--- config.mk ---
export PLATFORM = sky130hd
export DESIGN_NAME = pipelined_ks_adder
export DESIGN_NICKNAME = d
export VERILOG_FILES = /design/src/rtl/pipelined_ks_adder.sv
export SDC_FILE = /design/constraint.sdc
export NUM_CORES = 1
export LEC_CHECK = 0
export BUFFER_PORTS_ARGS = -buffer_cell sky130_fd_sc_hd__buf_2
export CAP_MARGIN = 20
export CORE_AREA = 4 4 166 168
export CTS_BUF_LIST = sky130_fd_sc_hd__clkbuf_8
export CTS_CLUSTER_SIZE = 16
export DETAILED_ROUTE_END_ITERATION = 10
export DIE_AREA = 0 0 170 172
export PLACE_DENSITY = 0.5
export SYNTH_ARGS = -nofsm -noshare
export SYNTH_HDL_FRONTEND = slang
export SYNTH_SLANG_ARGS = --single-unit
--- constraint.sdc ---
create_clock -name clk -period 5.2 [get_ports clk]
set_input_delay 1.04 -clock clk [delete_from_list [all_inputs] [get_ports clk]]
set_output_delay 1.04 -clock clk [all_outputs]
set_load 0.02 [all_outputs]
--- src/rtl/pipelined_ks_adder.sv ---
// Pipelined Kogge-Stone adder/subtractor with a valid/ready handshake.
// Stage 0 forms the per-bit propagate/generate terms and folds the carry-in
// into G[0]. Stages 1..LOG2W each register one prefix level. The final stage
// registers sum, cout and ovf. All stages advance together whenever the
// output register is empty or being consumed.
module pipelined_ks_adder #(
    parameter int WIDTH = 16,
    parameter int LOG2W = 4
) (
    input  logic             clk,
    input  logic             rst,
    input  logic             in_valid,
    output logic             in_ready,
    input  logic [WIDTH-1:0] a,
    input  logic [WIDTH-1:0] b,
    input  logic             cin,
    input  logic             sub,
    output logic             out_valid,
    input  logic             out_ready,
    output logic [WIDTH-1:0] sum,
    output logic             cout,
    output logic             ovf
);

    // Index LOG2W is the last prefix level; index 0 is the operand stage.
    logic [LOG2W:0] vld_q,  vld_d;
    logic [LOG2W:0] sub_q,  sub_d;
    logic [LOG2W:0] cin_q,  cin_d;
    logic [WIDTH-1:0] p0_q [0:LOG2W];
    logic [WIDTH-1:0] p0_d [0:LOG2W];
    logic [WIDTH-1:0] p_q  [0:LOG2W];
    logic [WIDTH-1:0] p_d  [0:LOG2W];
    logic [WIDTH-1:0] g_q  [0:LOG2W];
    logic [WIDTH-1:0] g_d  [0:LOG2W];

    logic             out_vld_q;
    logic [WIDTH-1:0] sum_q, sum_d;
    logic             cout_q, cout_d;
    logic             ovf_q, ovf_d;

    logic             adv;
    logic [WIDTH-1:0] bb;
    logic             c0;
    logic             c0_f;
    logic [WIDTH-1:0] carry;

    // A single advance signal stalls every stage while the output is held.
    assign adv       = !out_vld_q || out_ready;
    assign in_ready  = adv;
    assign out_valid = out_vld_q;
    assign sum       = sum_q;
    assign cout      = cout_q;
    assign ovf       = ovf_q;

    // Next-state for the operand stage and every prefix level.
    always_comb begin
        int span;
        span = 1;
        // Subtract is a + ~b + 1, so the inverted operand takes a forced carry-in.
        bb = b ^ {WIDTH{sub}};
        c0 = sub | cin;
        vld_d[0] = in_valid;
        sub_d[0] = sub;
        cin_d[0] = cin;
        p0_d[0]  = a ^ bb;
        p_d[0]   = a ^ bb;
        g_d[0]   = a & bb;
        // G[0] absorbs the carry-in so the prefix tree yields true carries.
        g_d[0][0] = (a[0] & bb[0]) | ((a[0] ^ bb[0]) & c0);
        for (int k = 1; k <= LOG2W; k++) begin
            span     = 1 << (k - 1);
            vld_d[k] = vld_q[k-1];
            sub_d[k] = sub_q[k-1];
            cin_d[k] = cin_q[k-1];
            p0_d[k]  = p0_q[k-1];
            p_d[k]   = p_q[k-1];
            g_d[k]   = g_q[k-1];
            for (int i = 0; i < WIDTH; i++) begin
                if (i >= span) begin
                    g_d[k][i] = g_q[k-1][i] | (p_q[k-1][i] & g_q[k-1][i-span]);
                    p_d[k][i] = p_q[k-1][i] & p_q[k-1][i-span];
                end
            end
        end
    end

    // Final stage: carries come from the completed prefix generate terms.
    always_comb begin
        c0_f   = sub_q[LOG2W] | cin_q[LOG2W];
        carry  = {g_q[LOG2W][WIDTH-2:0], c0_f};
        sum_d  = p0_q[LOG2W] ^ carry;
        cout_d = g_q[LOG2W][WIDTH-1];
        ovf_d  = carry[WIDTH-1] ^ cout_d;
    end

    // Valid bits and visible outputs clear asynchronously on reset.
    always_ff @(posedge clk or posedge rst) begin
        if (rst) begin
            vld_q     <= '0;
            out_vld_q <= 1'b0;
            sum_q     <= '0;
            cout_q    <= 1'b0;
            ovf_q     <= 1'b0;
        end else if (adv) begin
            vld_q     <= vld_d;
            out_vld_q <= vld_q[LOG2W];
            sum_q     <= sum_d;
            cout_q    <= cout_d;
            ovf_q     <= ovf_d;
        end
    end

    // Internal datapath registers are qualified by the valid bits only.
    always_ff @(posedge clk) begin
        if (adv) begin
            sub_q <= sub_d;
            cin_q <= cin_d;
            for (int k = 0; k <= LOG2W; k++) begin
                p0_q[k] <= p0_d[k];
                p_q[k]  <= p_d[k];
                g_q[k]  <= g_d[k];
            end
        end
    end

endmodule

==> results by group <==
Outcome
  • Status: complete, no violations

GRT
  • Total gr overflow: 0
  • Antenna violations before repair: 0
  • Vias in the first global route: 3715
  • Pin count of the biggest net entering global routing: 180
  • Global-route wire length before repair: 18700 µm
  • Tot GR Track Use: 7.98%

Route
  • DRT iter0 DRCs: 187
  • Routed len/inst: 13.3 µm
  • DR DRC count: 0
  • Final ANT Viol Nets: 0
  • Drt pass-1 iters: 6
  • Total number of vias: 3409
  • WL final: 11300 µm
  • Via-to-Cell Ratio: 4.02

Floorplanning
  • CORE AREA: 0.0259 mm²
  • Die Area: 0.0292 mm²
  • Starting Density: 31.7%
  • Die height: 172 µm
  • I/O pins: 58
  • Die width: 170 µm
  • Number of core rows: 59

Logic synthesis
  • Post-synth cell types: 19
  • Syn. warnings: 0
  • Synthesized area: 0.00821 mm²
  • Register area share after synthesis: 81.9%
  • Syn nets: 449
  • Cell count after synthesis: 395
  • Average cell area after synthesis: 20.8 µm²
  • #FFs+latches synth: 228

Worst setup path
  • WP data required: 4.16 ns
  • Reg2reg start: out_valid$_DFFE_PP0P_
  • Nature of the critical path endpoint: output pin
  • CP Launch Point: out_ready
  • Crit path kind: input pin to output pin
  • CP max FO: 51
  • Worst setup SP type: input pin
  • Arrival time worst endpoint: 2.00 ns

STA
  • Setup violations, final: 0
  • Final-report hold violation count: 0
  • Worst slew margin: 39.1%
  • Sum Neg Setup Slack: 0 ns
  • Max Slew Vio Count: 0
  • Min cycle time layout: 3.04 ns
  • WHS: 0.412 ns
  • Skew final: 0.0121 ns
  • RSZ-0062 raised after global routing: false
  • Worst Tran Pin Value: 0.914 ns
  • Period utilisation layout: 58.4%
  • Peak Freq: 0.329 GHz

Final layout
  • Final non-filler cell total: 849
  • Layout area overhead: 16.3%
  • Antenna diodes: 0
  • Layout net count: 542
  • Fill cells: 2376
  • Fraction of layout cells with a size suffix above 1: 24.3%

Placement
  • Dpl hpwl: 7270 µm
  • Cells after DPL: 783
  • GPL Wtd Cong: 0.721
  • IO buf count: 57

Pwr
  • Lkg Pwr: 0.00384 µW
  • Power Density: 564 mW/mm²
  • Worst vdd ir: 264 µV

Clocking
  • TritonCTS clock tree: built
  • Post-CTS setup buffer count: 0
  • CTS root buf: clkbuf_8
  • Clock Latency Late Sink: 0.50 ns
  • CTS Buf Count: 37
  • Post-CTS resize count: 0
  • CTS max path bufs: 3
  • Clk sinks: 228
  • CTS Hold Buffers Added: 0
  • Clock transition at the registers of the reported paths: 0.06 ns
  • H-tree levels: 2

Worst hold path
  • Hold_sp: p0_q[0][59]$_DFFE_PP_
  • Hold Crit Class: flop to flop

Flow run
  • Max Cap Violations: 0
synthesized netlist by cell type:
| cell | number | area [µm²] |
|---|---|---|
| buf_4 | 1 | 7.51 |
| o21ai_0 | 2 | 10.0 |
| and2_1 | 34 | 213 |
| edfxtp_1 | 204 | 6130 |
| buf_6 | 2 | 22.5 |
| xor2_1 | 32 | 280 |
| a31o_2 | 1 | 8.76 |
| nand2b_1 | 2 | 12.5 |
| buf_2 | 1 | 5.00 |
| buf_8 | 1 | 15.0 |
| or3_1 | 1 | 6.26 |
| dfrtp_1 | 24 | 601 |
| mux2_4 | 17 | 255 |
| nand2b_4 | 1 | 13.8 |
| and3b_1 | 1 | 8.76 |
| mux2_2 | 5 | 56.3 |
| ha_1 | 16 | 200 |
| a21o_1 | 49 | 368 |
| inv_1 | 1 | 3.75 |
final timing paths:
check                                             end  slack [ns]  depth (start not counted)
worst max-delay path                         in_ready        2.16                          3
worst min-delay path            p0_q[0][75]$_DFFE_PP_        0.41                          0
worst max register to register     sum[1]$_DFFE_PP0P_        2.84                          3
worst min register to register  p0_q[0][75]$_DFFE_PP_        0.41                          0
max in group asynchronous          sum[8]$_DFFE_PP0P_        4.32                          3
min in group asynchronous          sum[0]$_DFFE_PP0P_        0.49                          2
report_power, final:
group | internal [µW] | switching (µW) | leakage [µW]
clock | 690 | 625 | 0.000381
sequential | 2900 | 311 | 0.00235
combinational | 415 | 447 | 0.00111
cell type report:
cell class              instances  area (µm²)  share of cell area [%]
clock buffers                  39         537                    5.62
clock inverters                26         104                    1.09
inverters                       1        3.75                  0.0393
multi-input cells             161        1430                    15.0
flip-flops and latches        228        6730                    70.4
well taps                     335         419                    4.39
repair buffers                 59         333                    3.48
cell families after synthesis:
kind of cell	after synthesis	share of synthesized area, %
DFF	228	81.9
AOI/OAI and AO/OA	52	4.71
and+or+nand+nor	39	3.09
xor gates and xnor gates	32	3.41
muxes	22	3.79
adders and majority gates	16	2.44
buffers and inverters	6	0.655
through the flow:
stage / worst slack, ns / utilization (%) / total power, µW / area (µm²)
finish: 2.16 / 36.9 / 5390 / 9560
global route: 2.09 / 36.9 / 5730 / 9560
CTS: 2.13 / 36.8 / 5500 / 9530
detailed placement: 2.10 / 34.3 / 4150 / 8890
global placement: 2.14 / 34.3 / 4120 / 8890
floorplan: 1.81 / - / 3800 / 8210
registers in the layout, summed over array words and instances, names as in the netlist:
signal     flops
out_valid      1
vld_q          5
sub_q          5
cout           1
ovf            1
sum           16
p0_q          61
cin_q          5
g_q           80
p_q           53
per-layer routing:
metal  track usage (%)  part of all wire, %  wire length [µm]  vias up
met5                 0                    0                 0        -
met4              4.06                  2.9               334        0
met3              2.13                  4.4               497       30
met2              12.8                   48              5390       80
met1              10.0                   45              5110     1604
li1                  -                    -                 -     1695
cell usage in the layout (no fill, tap or decap), drive strengths merged:
cell type,netlist,routed
nand2b,3,3
and2,34,34
edfxtp,204,204
o21ai,2,2
buf,5,59
clkinvlp,0,1
clkinv,0,10
xor2,32,32
ha,16,16
clkbuf,0,39
mux2,22,22
dfrtp,24,24
and3b,1,1
a31o,1,1
or3,1,1
inv,1,16
a21o,49,49
critical path, cell delays in order:
cell and delay, ns:
buf_2 0.08, nand2b_4 0.55, buf_2 0.29
Power figures use the tool's default switching activity.
